==> config.mk <==
export PLATFORM = sky130hd
export DESIGN_NAME = mem_access_stage
export DESIGN_NICKNAME = d
export VERILOG_FILES = /design/src/rtl/mem_stage_pkg.sv /design/src/rtl/mem_lane_align.sv /design/src/rtl/mem_access_stage.sv
export SDC_FILE = /design/constraint.sdc
export NUM_CORES = 1
export LEC_CHECK = 0
export BUFFER_PORTS_ARGS = -buffer_cell sky130_fd_sc_hd__buf_2
export CAP_MARGIN = 10
export CORE_MARGIN = 2
export CORE_UTILIZATION = 49
export DETAILED_ROUTE_END_ITERATION = 8
export PLACE_DENSITY = 0.86
export SLEW_MARGIN = 20
export SYNTH_ARGS = -nofsm -noshare
export SYNTH_HDL_FRONTEND = slang
export SYNTH_SLANG_ARGS = --single-unit
export TNS_END_PERCENT = 1
==> constraint.sdc <==
create_clock -name clk -period 5.1 [get_ports clk]
set_input_delay 1.275 -clock clk [delete_from_list [all_inputs] [get_ports clk]]
set_output_delay 1.275 -clock clk [all_outputs]
set_load 0.01 [all_outputs]
==> src/rtl/mem_stage_pkg.sv <==
`default_nettype none
// ============================================================================
// Module   : mem_stage_pkg
// Purpose  : Shared types and helpers for the MEM-stage controller.
//            FSM state encoding, load funct3 codes and the load
//            alignment/extension function.
// Revision : 1.0 - initial release
// ============================================================================
package mem_stage_pkg;

  typedef enum logic [1:0] {
    IDLE = 2'd0,
    REQ  = 2'd1,
    WAIT = 2'd2,
    DONE = 2'd3
  } state_t;

  localparam logic [2:0] F3_LB  = 3'b000;
  localparam logic [2:0] F3_LH  = 3'b001;
  localparam logic [2:0] F3_LW  = 3'b010;
  localparam logic [2:0] F3_LBU = 3'b100;
  localparam logic [2:0] F3_LHU = 3'b101;

  // Bring the addressed byte lane down to bit 0, then sign/zero extend.
  // Bytes that fall off the top of the word read back as zero.
  function automatic logic [31:0] load_extend(input logic [31:0] word,
                                              input logic [1:0]  off,
                                              input logic [2:0]  funct3);
    logic [31:0] sh;
    sh = word >> {off, 3'b000};
    case (funct3)
      F3_LB:   load_extend = {{24{sh[7]}}, sh[7:0]};
      F3_LH:   load_extend = {{16{sh[15]}}, sh[15:0]};
      F3_LW:   load_extend = sh;
      F3_LBU:  load_extend = {24'h0, sh[7:0]};
      F3_LHU:  load_extend = {16'h0, sh[15:0]};
      default: load_extend = sh;
    endcase
  endfunction

endpackage
`default_nettype wire

==> src/rtl/mem_lane_align.sv <==
`default_nettype none
// ============================================================================
// Module   : mem_lane_align
// Purpose  : Combinational byte-lane steering for the MEM stage.
//            Store side: shifts write data and rotates the bit mask into
//            byte strobes. Load side: extracts and extends the load result.
// Ports    : st_off_i/st_data_i/st_mask_i -> wdata_o/wstrb_o
//            ld_off_i/ld_funct3_i/ld_word_i -> ld_data_o
// Revision : 1.0 - initial release
// ============================================================================
module mem_lane_align
  import mem_stage_pkg::*;
(
  input  logic [1:0]  st_off_i,
  input  logic [31:0] st_data_i,
  input  logic [31:0] st_mask_i,
  output logic [31:0] wdata_o,
  output logic [3:0]  wstrb_o,
  input  logic [1:0]  ld_off_i,
  input  logic [2:0]  ld_funct3_i,
  input  logic [31:0] ld_word_i,
  output logic [31:0] ld_data_o
);

  logic [4:0]  sh;
  logic [63:0] mask2;
  logic [31:0] rot_mask;

  always_comb begin
    sh       = {st_off_i, 3'b000};
    // Data bytes shifted past bit 31 are dropped.
    wdata_o  = st_data_i << sh;
    // Upper half of the doubled mask after a left shift is a left rotate.
    mask2    = {st_mask_i, st_mask_i} << sh;
    rot_mask = mask2[63:32];
    wstrb_o  = 4'h0;
    for (int i = 0; i < 4; i++) begin
      wstrb_o[i] = |rot_mask[8*i +: 8];
    end
    ld_data_o = load_extend(ld_word_i, ld_off_i, ld_funct3_i);
  end

endmodule
`default_nettype wire

==> src/rtl/mem_access_stage.sv <==
`default_nettype none
// ============================================================================
// Module   : mem_access_stage
// Purpose  : MEM-stage controller between EX/MEM and MEM/WB. Issues one
//            valid/ready request per load/store to the data-memory bridge,
//            stalls the CPU while the access is outstanding and returns
//            aligned, extended load data.
// Ports    : alu_in/dm_in/wmask_in/mem_read_in/mem_write_in/instr_in from
//            EX/MEM; ext_stall_in; mem_stall_out/load_data_out/misalign_out
//            to the pipeline; dm_req_* / dm_addr / dm_wdata / dm_wstrb and
//            dm_rsp_* towards data memory.
// Options  : MISALIGN_TRAP_EN - suppress misaligned half/word accesses and
//            flag them on misalign_out instead of issuing them.
// Revision : 1.0 - initial release
// ============================================================================
module mem_access_stage
  import mem_stage_pkg::*;
#(
  parameter int ADDR_W = 32,
  parameter int DATA_W = 32
) (
  input  logic              clk,
  input  logic              rst,
  input  logic [ADDR_W-1:0] alu_in,
  input  logic [DATA_W-1:0] dm_in,
  input  logic [DATA_W-1:0] wmask_in,
  input  logic              mem_read_in,
  input  logic              mem_write_in,
  input  logic [31:0]       instr_in,
  input  logic              ext_stall_in,
  output logic              mem_stall_out,
  output logic [DATA_W-1:0] load_data_out,
  output logic              misalign_out,
  output logic              dm_req_valid,
  input  logic              dm_req_ready,
  output logic              dm_req_write,
  output logic [ADDR_W-1:0] dm_addr,
  output logic [DATA_W-1:0] dm_wdata,
  output logic [3:0]        dm_wstrb,
  input  logic              dm_rsp_valid,
  input  logic [DATA_W-1:0] dm_rsp_rdata
);

  state_t              state_q, state_d;
  logic [ADDR_W-1:0]   addr_q, addr_d;
  logic [31:0]         wdata_q, wdata_d;
  logic [3:0]          wstrb_q, wstrb_d;
  logic                write_q, write_d;
  logic [1:0]          off_q, off_d;
  logic [2:0]          funct3_q, funct3_d;
  logic [31:0]         load_q, load_d;
  logic                misalign_q, misalign_d;

  logic                w_op;
  logic                w_misalign;
  logic [31:0]         w_wdata;
  logic [3:0]          w_wstrb;
  logic [31:0]         w_load;

  logic                unused_instr_bits;
  assign unused_instr_bits = ^{instr_in[31:15], instr_in[11:0]};

  assign w_op = mem_read_in | mem_write_in;

  // Store lanes come from the live EX/MEM fields (latched on issue);
  // load extraction uses the offset/funct3 captured with the request.
  mem_lane_align u_lane (
    .st_off_i    (alu_in[1:0]),
    .st_data_i   (dm_in),
    .st_mask_i   (wmask_in),
    .wdata_o     (w_wdata),
    .wstrb_o     (w_wstrb),
    .ld_off_i    (off_q),
    .ld_funct3_i (funct3_q),
    .ld_word_i   (dm_rsp_rdata),
    .ld_data_o   (w_load)
  );

`ifdef MISALIGN_TRAP_EN
  always_comb begin
    case (instr_in[13:12])
      2'b01:   w_misalign = alu_in[0];
      2'b10:   w_misalign = |alu_in[1:0];
      default: w_misalign = 1'b0;
    endcase
  end
`else
  // Misaligned accesses are issued word-aligned; misalign_q stays 0.
  assign w_misalign = 1'b0;
`endif

  always_comb begin
    state_d       = state_q;
    addr_d        = addr_q;
    wdata_d       = wdata_q;
    wstrb_d       = wstrb_q;
    write_d       = write_q;
    off_d         = off_q;
    funct3_d      = funct3_q;
    load_d        = load_q;
    misalign_d    = misalign_q;
    mem_stall_out = 1'b0;
    dm_req_valid  = 1'b0;

    case (state_q)
      IDLE: begin
        mem_stall_out = w_op;
        if (w_op) begin
          addr_d   = {alu_in[ADDR_W-1:2], 2'b00};
          wdata_d  = w_wdata;
          wstrb_d  = w_wstrb;
          write_d  = mem_write_in;
          off_d    = alu_in[1:0];
          funct3_d = instr_in[14:12];
          if (w_misalign) begin
            misalign_d = 1'b1;
            load_d     = 32'h0;
            state_d    = DONE;
          end else begin
            state_d = REQ;
          end
        end
      end
      REQ: begin
        mem_stall_out = 1'b1;
        dm_req_valid  = 1'b1;
        if (dm_req_ready) begin
          if (dm_rsp_valid) begin
            if (!write_q) load_d = w_load;
            state_d = DONE;
          end else begin
            state_d = WAIT;
          end
        end
      end
      WAIT: begin
        mem_stall_out = 1'b1;
        if (dm_rsp_valid) begin
          if (!write_q) load_d = w_load;
          state_d = DONE;
        end
      end
      DONE: begin
        // Holding here while stalled keeps the still-present op from
        // being seen again in IDLE.
        if (!ext_stall_in) begin
          misalign_d = 1'b0;
          state_d    = IDLE;
        end
      end
      default: state_d = IDLE;
    endcase
  end

  always_ff @(posedge clk) begin
    if (rst) begin
      state_q    <= IDLE;
      addr_q     <= '0;
      wdata_q    <= 32'h0;
      wstrb_q    <= 4'h0;
      write_q    <= 1'b0;
      off_q      <= 2'b00;
      funct3_q   <= 3'b000;
      load_q     <= 32'h0;
      misalign_q <= 1'b0;
    end else begin
      state_q    <= state_d;
      addr_q     <= addr_d;
      wdata_q    <= wdata_d;
      wstrb_q    <= wstrb_d;
      write_q    <= write_d;
      off_q      <= off_d;
      funct3_q   <= funct3_d;
      load_q     <= load_d;
      misalign_q <= misalign_d;
    end
  end

  assign dm_addr       = addr_q;
  assign dm_wdata      = wdata_q;
  assign dm_wstrb      = wstrb_q;
  assign dm_req_write  = write_q;
  assign load_data_out = load_q;
  assign misalign_out  = misalign_q;

endmodule
`default_nettype wire
Yosys cells after proc, flatten, opt, wreduce, memory -nomap -nowiden. Cells that the tools add are included.

Bits in registers: 106. Output and inout port bits: 104. Word-level logic and storage cells: 46.

Equal/unequal tests: 10. Shifts and indexed selects: 3. Mux-type cells: 13. Bitwise logic cells: 1. Reductions and logical operators: 11.

Operator list (count): 32-bit one-hot mux with 4 select lines (1); 32-bit 2-to-1 mux (3); 32-bit one-hot mux with 2 select lines (1); 64-bit by 5-bit left shift with 64-bit output (1); 8-bit OR reduction (4); 32-bit by 5-bit left shift with 32-bit output (1); 32-bit by 5-bit >> shifter with 32-bit output (1); 2-bit 2-to-1 mux (4); 2-bit inequality test (second input constant) (4); 2-bit one-hot mux with 4 select lines (1); 3-bit == test (second input constant) (2); 2-bit == test (second input constant) (2); 2-bit AND reduction (2); 4-bit AND reduction (1); 3-bit by 1-bit == test with 1-bit output (second input constant) (1); 3-bit logical NOT (1); 2-bit by 1-bit == test with 1-bit output (second input constant) (1); 2-bit logical NOT (1); 1-bit 2-to-1 mux (2); 1-bit one-hot mux with 2 select lines (1); 2-bit nonzero test (1); 2-bit OR reduction (1); 1-bit OR (1).

Logic depth before layout (Yosys ltp). Gate-level depths: netlist (run 1).

Word-level depth: 6. Depth in mapped cells: 8. Gate-level depth less buffers: 6.

Hierarchy. A second synthesis (run 1) with hierarchy kept.

Cell total of the unflattened synthesis: 692. Area total of the unflattened synthesis: 5386.4 µm².

By module, submodules not included: mem_access_stage (times used 1, cells each 491, area each 3990.1 µm², seq. area each 2122.0 µm²); mem_lane_align (times used 1, cells each 201, area each 1396.3 µm², seq. area each 0.0 µm²).

Worst setup path after synthesis (run 1). Ideal clock, no wire load.

Kind: input to output. Start point: input port mem_write_in. End point: output port mem_stall_out. Arrival time: 2.120 ns. Data required time: 3.825 ns. Setup slack: 1.705 ns. Stages on the path: 6. Path through: nor2_1 > nor2b_1 > buf_2 > buf_2 > nor2_1 > nor2_1.

Longest elaborated chain between the ends: 2.

Ends and longest elaborated chain: from (decl) (line mem_access_stage.sv:28) `input logic mem_write_in,`; 1-bit OR (line mem_access_stage.sv:63) `assign w_op = mem_read_in | mem_write_in;`; 1-bit one-hot mux with 2 select lines (line mem_access_stage.sv:105) `case (state_q)`; to (decl) (line mem_access_stage.sv:31) `output logic mem_stall_out,`.

Every way passes these cells.

Worst setup path after layout (run 1). Ends and elaborated chain as after synthesis.

==> impl_summary.md, run 1 <==
Placement
The wire-length estimate of the detail-placed layout is 10400 um. After detailed placement, the total cell area comes to between 6000 and 7000 um^2. Routability-driven placement finished with a final weighted congestion of a little over 0.8. The count of input and output buffers is approximately 240.

Finish
In the final layout, flip-flops and latches occupy 2120 um^2. The number of filler instances in the final layout is between 900 and 1000. The area growth from synthesis to layout is 25.8%.

With fillers left out, the area of the finished cells amounts to approximately 6500 um^2. The multi-input combinational cells in the finished layout cover a total of between 2000 and 3000 um^2. The ratio of cells with drive above 1 in the final layout is 36.3%. The net count of the finished layout is just under 1000.

The antenna cell count is 0.

Detailed routing
The first-pass iteration count of the detailed router is 6. Using the TritonRoute via totals, the vias-per-cell ratio works out to 5.38. The per-cell routed wire length is between 10 and 15 um. In this run the remaining antenna-violating nets after routing total 0. The overall via count from detail_route is roughly 5100. For this block, the initial DRC count from the detailed router was about 250. The DRC violation count after routing is 0. The detailed-route wire length is roughly 14000 um.

Yosys
The share of flip-flops with an asynchronous set or reset is 0%. Synthesis produced 610 cells. The mean instance size in the synthesized netlist is ~8.4 um^2. The synthesized flop and latch total is roughly 110. The most frequently used flop master after synthesis is sky130_fd_sc_hd__dfxtp_1. The fraction of the yosys area taken by sequential cells is just over 40%. The synthesis warning total is 0. The area of the mapped netlist is slightly above 5000 um^2. The number of flops mapped to enable cells by yosys is 0.

The synthesized netlist contains 47 unique library cells.

Critical path
The arrival time of data at the critical path endpoint is 2.10 ns. The largest individual stage delay along the critical path comes from the cell sky130_fd_sc_hd__nor2_1. The class of the most critical setup path is in -> out. Counting stages on the worst path, the most repeated cell is sky130_fd_sc_hd__nor2_1. Of all nets on the critical path, the largest fanout is 3. The family with the most delay on the worst path is simple AND/OR/NAND/NOR gates. Walking the worst path, the cells encountered are buf_2 > nor2_1 > nor2b_4 > nor2_1 > nor2_1 > buf_2.

STA classifies the critical path startpoint as an input port. The longest individual stage delay on the worst path is between 0.3 and 0.4 ns. For the worst setup path, the data required time is between 3 and 4 ns. The endpoint class of the critical path is an output pin. The number of buffers and inverters on the critical path is 2.

Flow run
The number of max-capacitance violations reported is 0.

STA
The largest clock skew in the final design is around 0.0097 ns. Setup violations remaining at the end of the flow were counted as 0. Setup repair after global routing left no endpoint under its margin. The worst max-slew margin expressed relative to the limit is 38.6%.

The share of the clock period used by the worst path is approximately two thirds. Subtracting the final worst setup slack from the clock period gives around 3.4 ns. The number of endpoints with negative hold slack in the final report is 0.

The achievable clock frequency is a little under 300 MHz. The setup total negative slack is 0 ns. The slew of the pin with the lowest slew margin is 0.921 ns. The number of max-slew violations in the final report was 0.

Floorplanning
The total die area is roughly 11000 um^2. The number of core rows is 37. The horizontal die dimension is roughly 110 um.

In this run the count of I/O pins placed on the die edge is 271. From bottom edge to top edge, the die measures about 110 um. After floorplanning, the core was sized to cover around 10000 um^2. The initial utilization of the core area, before any placement, comes to about half.

Power
The total power density per cell area is around 460 nW/um^2. The leakage power of the design is roughly 2.9 nW. The worst-case IR drop observed on VDD is 0.000249 V.

Clock tree
The maximum clock insertion buffer count is 2. The number of buffers added for setup after CTS is 0. The clock buffer count from CTS is 9. At the later pin of the worst-skew pair, clock insertion delay measures around 0.35 ns. The depth of the CTS H-tree is 3. The clock sink count is about 110. CTS placed an instance of sky130_fd_sc_hd__clkbuf_8 at the clock tree root. The CTS clock-pin slew for the worst setup and hold paths is 0.10 ns.

Once the clock tree was built, the resizer swapped 0 gates to a different size. TritonCTS built the clock tree. The hold-fix buffer count after cts is 0.

Global route
Entering global routing, the biggest net connects a little over 70 pins. The global-route usage over all layers is roughly a quarter. The number of global-route vias before repair is between 4000 and 5000. The residual overflow from global routing is 0. The number of antenna violations at the first check in global routing is 0. The first global-routing pass estimated 22200 um of wire.

Outcome
The flow ran to the end, and the final reports show no timing, DRC or antenna violations.

Worst hold path
The worst hold path belongs to the class reg -> reg.
## metal layers
layer	vias to the layer above	wire length [um]	GRT usage (%)
met5	-	0	0
met4	0	233	7.52
met3	20	1150	6.25
met2	203	6890	40.6
met1	2374	5890	30.0
li1	2521	-	-
## cell usage after synthesis, types with 2 or more instances
library cell                number  area [um^2]
sky130_fd_sc_hd__a211oi_1       23          173
sky130_fd_sc_hd__a211oi_2       12          150
sky130_fd_sc_hd__a21oi_1        84          420
sky130_fd_sc_hd__buf_1           5         18.8
sky130_fd_sc_hd__buf_2          21          105
sky130_fd_sc_hd__buf_4           5         37.5
sky130_fd_sc_hd__buf_6           3         33.8
sky130_fd_sc_hd__clkbuf_1       21         78.8
sky130_fd_sc_hd__dfxtp_1       106         2120
sky130_fd_sc_hd__ha_1            6         75.1
sky130_fd_sc_hd__inv_1           3         11.3
sky130_fd_sc_hd__mux2_2         15          169
sky130_fd_sc_hd__mux2i_1        35          350
sky130_fd_sc_hd__mux4_2          3         67.6
sky130_fd_sc_hd__nand2_1       120          450
sky130_fd_sc_hd__nand3_1         8         40.0
sky130_fd_sc_hd__nor2_1         62          233
sky130_fd_sc_hd__nor2b_1         6         37.5
sky130_fd_sc_hd__nor3_1         16         80.1
sky130_fd_sc_hd__nor3b_1         2         15.0
sky130_fd_sc_hd__nor4_1          2         12.5
sky130_fd_sc_hd__o211ai_1       15          113
sky130_fd_sc_hd__o2bb2ai_1       8         70.1
sky130_fd_sc_hd__or4_1           6         45.0
## cell families (layout without fill, tap and decap cells)
group	Yosys count	in the layout	share of synthesized area, %
AOI/OAI and AO/OA	154	154	20.6
xor gates and xnor gates	1	1	0.171
adders and majority gates	6	6	1.46
buffers and inverters	58	261	5.56
DFF	106	106	41.4
muxes	54	54	11.7
other	1	3	0.0731
and+or+nand+nor	230	230	19.1
## per-stage QoR
stage               hold WS, ns  cells  total power, mW  setup slack, ns  util (%)
floorplan                 0.464    612             2.10             1.70         -
global placement          0.436    936             2.50             1.72      61.5
detailed placement        0.443    936             2.54             1.71      61.5
CTS                       0.458    951             3.01             1.71      63.1
global route              0.467    951             3.20             1.64      63.1
finish                    0.455    951             2.98             1.72      63.1
## report_power, final
group,switching (mW),leakage [nW],internal [mW]
Sequential,0.136,0.871,1.06
Clock,0.284,0.0831,0.179
Combinational,0.809,1.97,0.512
Total,1.23,2.93,1.75
## flip-flops by register name, indices dropped and copies added (netlist names)
signal         count
state_q            2
dm_wstrb           4
dm_req_write       1
off_q              2
funct3_q           3
load_data_out     32
dm_wdata          32
dm_addr           30
## worst reg2reg max path: stages, from the launching register on
cell                       delay, ns
sky130_fd_sc_hd__dfxtp_1        0.43
sky130_fd_sc_hd__inv_1          0.11
sky130_fd_sc_hd__ha_1           0.25
sky130_fd_sc_hd__nor2b_4        0.17
sky130_fd_sc_hd__or3_1          0.72
sky130_fd_sc_hd__a21oi_4        0.44
sky130_fd_sc_hd__a211oi_1       0.12
## cell type report
| type | count | area share, % |
|---|---|---|
| repair buffers | 243 | 19.1 |
| clock buffers | 10 | 1.98 |
| inverters | 3 | 0.174 |
| multi-input cells | 448 | 42.7 |
| well taps | 136 | 2.64 |
| clock inverters | 5 | 0.601 |
| flip-flops and latches | 106 | 32.9 |
## cells in the final DEF, fill, tap and decap left out, types with 2 or more instances in the layout
cell type / netlist / final
sky130_fd_sc_hd__a211oi_1: 23 / 23
sky130_fd_sc_hd__a211oi_2: 12 / 12
sky130_fd_sc_hd__a21oi_1: 84 / 84
sky130_fd_sc_hd__buf_2: 21 / 237
sky130_fd_sc_hd__buf_4: 5 / 6
sky130_fd_sc_hd__clkbuf_8: 0 / 9
sky130_fd_sc_hd__conb_1: 1 / 3
sky130_fd_sc_hd__dfxtp_1: 106 / 106
sky130_fd_sc_hd__ha_1: 6 / 6
sky130_fd_sc_hd__inv_1: 3 / 3
sky130_fd_sc_hd__inv_6: 0 / 2
sky130_fd_sc_hd__mux2_2: 15 / 15
sky130_fd_sc_hd__mux2i_1: 35 / 35
sky130_fd_sc_hd__mux4_2: 3 / 3
sky130_fd_sc_hd__nand2_1: 120 / 120
sky130_fd_sc_hd__nand3_1: 8 / 8
sky130_fd_sc_hd__nor2_1: 62 / 62
sky130_fd_sc_hd__nor2b_1: 6 / 5
sky130_fd_sc_hd__nor2b_4: 1 / 2
sky130_fd_sc_hd__nor3_1: 16 / 16
sky130_fd_sc_hd__nor3b_1: 2 / 2
sky130_fd_sc_hd__nor4_1: 2 / 2
sky130_fd_sc_hd__o211ai_1: 15 / 15
sky130_fd_sc_hd__o2bb2ai_1: 8 / 8
sky130_fd_sc_hd__or4_1: 6 / 6
## final timing paths
check             depth (start not counted)  slack (ns)                     start                            end
hold reg to reg                           2        0.45  dm_wdata[3]$_SDFFE_PP0P_       dm_wdata[3]$_SDFFE_PP0P_
hold / removal                            2        0.45  dm_wdata[3]$_SDFFE_PP0P_       dm_wdata[3]$_SDFFE_PP0P_
setup reg to reg                          6        2.70   state_q[1]$_SDFFE_PP0P_  load_data_out[9]$_SDFFE_PP0P_
setup / recovery                          6        1.72              mem_write_in                  mem_stall_out
Note: power is estimated with default switching activity, not from simulation.
==> run 2: changes to the inputs <==
Settings changed: CORE_UTILIZATION 49 to 45, PLACE_DENSITY 0.86 to 0.8.
Clock period 5.1 ns to 3.5 ns, I/O delays scaled along.
==> impl_summary.md, run 2 (same netlist as run 1, synthesis figures left out) <==
Critical path
The critical path goes through buf_2 > nor2_1 > nor2b_4 > nor2_1 > nor2_1 > buf_2. In this run the critical register-to-register path is launched from state_q[0]$_SDFFE_PP0P_. The cell depth of the worst setup path came to 6 (unchanged).

The arrival time of data at the critical path endpoint is 1.71 ns (-0.39 ns). The endpoint class of the critical path is an output pin. The most numerous cell type found on the critical path is sky130_fd_sc_hd__nor2_1. The worst path buffer plus inverter count is 2 (unchanged).

The longest individual stage delay on the worst path is 0.35 ns (+0.02 ns). The peak fanout along the critical path came to 3 (unchanged). The startpoint of the worst setup timing path is mem_write_in. The family with the most delay on the worst path is simple AND/OR/NAND/NOR gates. The required time at the worst-slack endpoint was 2.62 ns (-1.21 ns).

The slack of the worst reg-to-reg path is 1.17 ns (-1.53 ns). The worst flop-to-flop path endpoint is load_data_out[13]$_SDFFE_PP0P_. The largest individual stage delay along the critical path comes from the cell sky130_fd_sc_hd__nor2_1.

The critical path launch point type is an input port. The critical path is of the in -> out type. The destination of the critical timing path is mem_stall_out. The number of cell instances on the worst register-to-register path is 6 (unchanged).

Placement
The placed standard-cell area is 6340 um^2 (+0.76%). The weighted congestion reported at the end of routability-driven placement is 0.861 (+4.5%). The count of input and output buffers came to 238 (unchanged). The number of cells after detailed placement is 944 (+0.85%). The pre-CTS setup slack is 0.901 ns (-0.810 ns).

The detailed placer's ending HPWL is 10800 um (+4.8%).

Finish
The ratio of cells with drive above 1 in the final layout was 36.8% (+0.51 points). The layout-stage area growth over the synthesis result is 29.1%. The antenna cell count is 0 (unchanged). The most frequent standard cell in the layout excluding fill and tap cells is sky130_fd_sc_hd__buf_2. The final standard cell utilization of the core was 60.3% (-2.8 points). The final design area excluding fillers was 6630 um^2 (+2.6%). The count of placed standard cells in the final layout, fillers left out is 960 (+0.95%). The top cell types in the final layout, fill and taps aside, are sky130_fd_sc_hd__buf_2 (237), sky130_fd_sc_hd__nand2_1 (120), sky130_fd_sc_hd__dfxtp_1 (106), sky130_fd_sc_hd__a21oi_1 (84), sky130_fd_sc_hd__nor2_1 (62). The number of nets in the layout is 988 (+0.41%).

Clock tree
The clock sink count is 106 (unchanged). The maximum clock insertion buffer count is 2 (unchanged). The clock latency of the later-clocked register in the worst-skew pair is 0.35 ns (about the same). The depth of the CTS H-tree is 3 (unchanged).

The clock buffer count from CTS is 9 (unchanged). The number of buffers added for setup after CTS came to 0 (unchanged). The CTS clock-pin slew for the worst setup and hold paths is 0.07 ns (-0.03 ns).

The tree is rooted in a sky130_fd_sc_hd__clkbuf_16. The hold-fix buffer count after cts is 0 (unchanged). TritonCTS built the clock tree. The number of cells upsized or downsized after cts is 0 (unchanged).

Power
The leakage power of the design is 3.01 nW (+2.8%). The maximum ir drop on the vdd rail is 0.000553 V (+120%). The total power density per cell area came to 705 nW/um^2 (+53%).

The overall power after layout is 4.67 mW (+57%).

Flow run
The number of max-capacitance violations reported is 0 (unchanged).

Global route
The residual overflow from global routing came to 0 (unchanged). The number of global-route vias before repair came to 4831 (+4.2%). The number of antenna violations at the first check in global routing is 0 (unchanged). The global-route usage over all layers was 23.3% (-0.72 points). The wire length of the first global-routing pass is 23600 um (+6.0%). The largest net degree at the start of global routing is 67 (-5.6%).

Worst hold path
In this run the most critical hold path is launched from load_data_out[2]$_SDFFE_PP0P_. The cell depth of the worst hold path is 2 (unchanged). In this run the worst hold path is classified as reg -> reg.

STA
The total setup violations reported at the end of the flow is 0 (unchanged). The final worst slack is 0.915 ns (-0.807 ns). The share of the clock period used by the worst path is about three quarters. The number of max-slew violations in the final report was 0 (unchanged). The worst hold margin is 0.449 ns (-0.00568 ns). The minimum clock period after layout is between 2 and 3 ns. The number of endpoints with negative hold slack in the final report was 0 (unchanged). The worst max-slew margin expressed relative to the limit is 42.2% (+3.6 points). The achievable clock frequency is slightly below 400 MHz.

The slew of the pin with the lowest slew margin is 0.867 ns (-0.0539 ns). The setup total negative slack is 0 ns (unchanged). Setup repair after global routing left no endpoint under its margin. The largest clock skew in the final design is 0.00899 ns (-0.000670 ns).

Floorplanning
The y dimension of the die came to 111 um (+4.2%). The number of top-level design ports is 271 (unchanged). The horizontal die dimension was 111 um (+4.2%). The effective utilization at floorplan is 46.7% (-3.4 points). The total core area is 11000 um^2 (+7.3%).

The number of core rows was 38 (+2.7%). The total die area is 12300 um^2 (+8.5%).

Outcome
The run finished with clean final reports.

Detailed routing
The overall via count from detail_route came to 5028 (-1.8%). The per-cell routed wire length came to 15.2 um (+2.3%). The average vias per placed instance is 5.24 (-2.7%). The first-pass iteration count of the detailed router was 5 (-1). The number of nets with antenna violations after detailed routing is 0 (unchanged). The initial detailed-routing violation count is 343 (+39%). The DRC violation count after routing is 0 (unchanged). The detailed-route wire length came to 14600 um (+3.3%).
==> run 2: report_power, final <==
group	total, mW	internal [mW]	switching [mW]
sequential	1.75	1.55	0.201
combinational	1.94	0.767	1.18
clock	0.980	0.497	0.483
total	4.67	2.81	1.86
==> run 2: layer usage <==
layer	track usage, %	wire [um]	vias up
met5	0	0	-
met4	8.33	261	0
met3	8.15	1370	23
met2	39.2	7160	199
met1	27.5	5840	2274
li1	-	-	2532
==> run 2: worst min-delay path by stage <==
stage / to / slack, ns
3_3_place_gp: dm_wdata[6]$_SDFFE_PP0P_ / 0.44
5_1_grt: dm_wdata[25]$_SDFFE_PP0P_ / 0.47
3_5_place_dp: dm_wdata[5]$_SDFFE_PP0P_ / 0.44
4_1_cts: dm_wdata[5]$_SDFFE_PP0P_ / 0.45
2_1_floorplan: funct3_q[2]$_SDFFE_PP0P_ / 0.46
6_report: load_data_out[2]$_SDFFE_PP0P_ / 0.45
==> run 2: layout make-up <==
cell class	instances	area, um^2
Clock buffer	9	225
Clock inverter	7	62.6
Fill cell	1040	4360
Inverter	3	11.3
Multi-Input combinational cell	448	2760
Sequential cell	106	2120
Tap cell	140	175
Timing Repair Buffer	247	1270
==> run 2: worst register-to-register path: cells and delay by family, from the launching register on <==
kind,cells,cell delay (ns)
AO/OA/AOI/OAI,2,0.56
adder cells (fa/ha/maj),1,0.34
buffers and inverters,1,0.12
flip-flops,1,0.40
AND/OR/NAND/NOR,2,0.79
==> run 3: changes to the inputs <==
Clock period 3.5 ns to 2.6 ns, I/O delays scaled along.
==> impl_summary.md, run 3 (same netlist as run 1, synthesis figures left out) <==
Critical path
The required time at the worst-slack endpoint is 1.95 ns (-0.67 ns). The class of the most critical setup path is reg -> out. The peak fanout along the critical path is 5 (+2).

The arrival time of data at the critical path endpoint came to 1.64 ns (-0.07 ns). The number of cell instances on the worst register-to-register path is 6 (unchanged). STA classifies the critical path startpoint as a flip-flop. The endpoint class of the critical path is an output pin.

Detailed routing
The number of nets with antenna violations after detailed routing is 0 (unchanged). The DRC violation count after routing is 0 (unchanged). The first-pass iteration count of the detailed router is 4 (-1). The detailed-route wire length is 14800 um (+1.0%).

The per-cell routed wire length was 15.3 um (+0.61%). The overall via count from detail_route was 5117 (+1.8%). The initial detailed-routing violation count is 408 (+19%). The average vias per placed instance is 5.31 (+1.3%).

Finish
The total area of multi-input combinational cells is 2760 um^2 (unchanged). The antenna cell count is 0 (unchanged). The most frequent standard cell in the layout excluding fill and tap cells is sky130_fd_sc_hd__buf_2. The layout-stage area growth over the synthesis result is 30.9%.

The number of nets in the layout is 992 (+0.40%). The final standard cell utilization of the core is 61.2% (+0.83 points). The library cells used most frequently in the layout, excluding fill and tap cells, are sky130_fd_sc_hd__buf_2 (237), sky130_fd_sc_hd__nand2_1 (120), sky130_fd_sc_hd__dfxtp_1 (106), sky130_fd_sc_hd__a21oi_1 (84), sky130_fd_sc_hd__nor2_1 (62). The number of filler instances in the final layout is 1013 (-2.6%). The ratio of cells with drive above 1 in the final layout is 37.1% (+0.31 points).

The sequential cell area came to 2120 um^2 (unchanged).

Clock tree
The clock buffer count from CTS is 9 (unchanged). The hold-fix buffer count after cts came to 0 (unchanged). The number of buffers added for setup after CTS is 0 (unchanged). The cell chosen for the clock root is sky130_fd_sc_hd__clkbuf_16. The number of cells upsized or downsized after cts is 0 (unchanged). The clock latency of the later-clocked register in the worst-skew pair is 0.34 ns (about the same). The maximum clock insertion buffer count came to 2 (unchanged). The depth of the CTS H-tree is 3 (unchanged).

The CTS clock-pin slew for the worst setup and hold paths came to 0.07 ns (about the same). TritonCTS built the clock tree. The clock sink count is 106 (unchanged).

Floorplanning
The horizontal die dimension is 111 um (unchanged). The total core area is 11000 um^2 (unchanged). The number of top-level design ports was 271 (unchanged).

The effective utilization at floorplan is 46.7% (unchanged). The total die area was 12300 um^2 (unchanged). The y dimension of the die is 111 um (unchanged).

The number of core rows is 38 (unchanged).

Outcome
The run finished with clean final reports.

Flow run
The number of max-capacitance violations reported is 0 (unchanged).

STA
The setup total negative slack is 0 ns (unchanged). The largest clock skew in the final design was 0.00681 ns (-0.00218 ns). For this run, the top clock speed supported by timing is ~440 MHz.

The worst max-slew margin expressed relative to the limit is 53.8% (+12 points). Setup repair after global routing left no endpoint under its margin. The number of max-slew violations in the final report is 0 (unchanged). The share of the clock period used by the worst path is between 80% and 90%.

For the finished layout, the period the worst path requires is roughly 2.3 ns. The slew of the pin with the lowest slew margin came to 0.693 ns (-0.174 ns). The number of endpoints with negative hold slack in the final report is 0 (unchanged). The total setup violations reported at the end of the flow was 0 (unchanged).

Global route
The number of antenna violations at the first check in global routing is 0 (unchanged). The wire length of the first global-routing pass is 23900 um (+1.3%). The global-route usage over all layers is 23.6% (+0.26 points). The residual overflow from global routing is 0 (unchanged). The number of global-route vias before repair is 4822 (-0.19%). The largest net degree at the start of global routing is 67 (unchanged).

Power
The total power density per cell area is 961 nW/um^2 (+36%). The maximum ir drop on the vdd rail is 0.000793 V (+43%). The leakage power of the design is 3.06 nW (+1.6%).

Placement
The detailed placer's ending HPWL came to 10900 um (+0.69%). The weighted congestion reported at the end of routability-driven placement is 0.886 (+2.9%). The count of input and output buffers is 238 (unchanged).

Worst hold path
The cell depth of the worst hold path came to 2 (unchanged). The class of the worst hold path is reg -> reg.
run 3: changes by cell type in the layout (fill, tap and decap cells not counted), sizes merged:
cell	change
clkbuf	+1
clkinvlp	-1
buf	+4
bufinv	+1
inv	-1
run 3: worst max-delay path, cell delays in order (launching register included):
cell,delay (ns)
sky130_fd_sc_hd__dfxtp_1,0.34
sky130_fd_sc_hd__inv_1,0.14
sky130_fd_sc_hd__ha_1,0.35
sky130_fd_sc_hd__nor2b_4,0.21
sky130_fd_sc_hd__nor2_1,0.05
sky130_fd_sc_hd__nor2_1,0.07
sky130_fd_sc_hd__buf_2,0.14
run 3: final timing paths:
| check | start | to | slack (ns) |
|---|---|---|---|
| setup / recovery | state_q[0]$_SDFFE_PP0P_ | mem_stall_out | 0.31 |
| hold / removal | load_data_out[3]$_SDFFE_PP0P_ | load_data_out[3]$_SDFFE_PP0P_ | 0.45 |
| setup reg to reg | state_q[1]$_SDFFE_PP0P_ | load_data_out[9]$_SDFFE_PP0P_ | 0.40 |
| hold reg to reg | load_data_out[3]$_SDFFE_PP0P_ | load_data_out[3]$_SDFFE_PP0P_ | 0.45 |
run 3: power by group:
group	switching (mW)	internal (mW)
Combinational	1.62	1.07
Sequential	0.264	2.08
Clock	0.636	0.786
Total	2.52	3.93
run 3: stage by stage:
stage | std cells | hold WS, ns | worst slack, ns | instance area, um^2 | power (mW)
finish | 964 | 0.450 | 0.305 | 6720 | 6.45
global route | 964 | 0.468 | 0.159 | 6720 | 6.89
CTS | 964 | 0.451 | 0.277 | 6720 | 6.49
detailed placement | 948 | 0.441 | 0.436 | 6410 | 5.07
global placement | 948 | 0.435 | 0.423 | 6410 | 5.02
floorplan | 612 | 0.464 | 0.441 | 5140 | 4.12
run 3: cell type report:
class	instances	area share, %
Inverter	3	0.168
Sequential cell	106	31.6
Timing Repair Buffer	251	20.0
Clock buffer	10	3.56
Multi-Input combinational cell	448	41.0
Clock inverter	6	1.08
Tap cell	140	2.61
run 3: layer usage:
| metal | vias to the layer above | track usage (%) | wire length, um |
|---|---|---|---|
| met3 | 15 | 8.69 | 1310 |
| met1 | 2360 | 27.7 | 6030 |
| met2 | 203 | 40.0 | 7210 |
| met4 | 0 | 7.33 | 237 |
| met5 | - | 0 | 0 |
| li1 | 2539 | - | - |
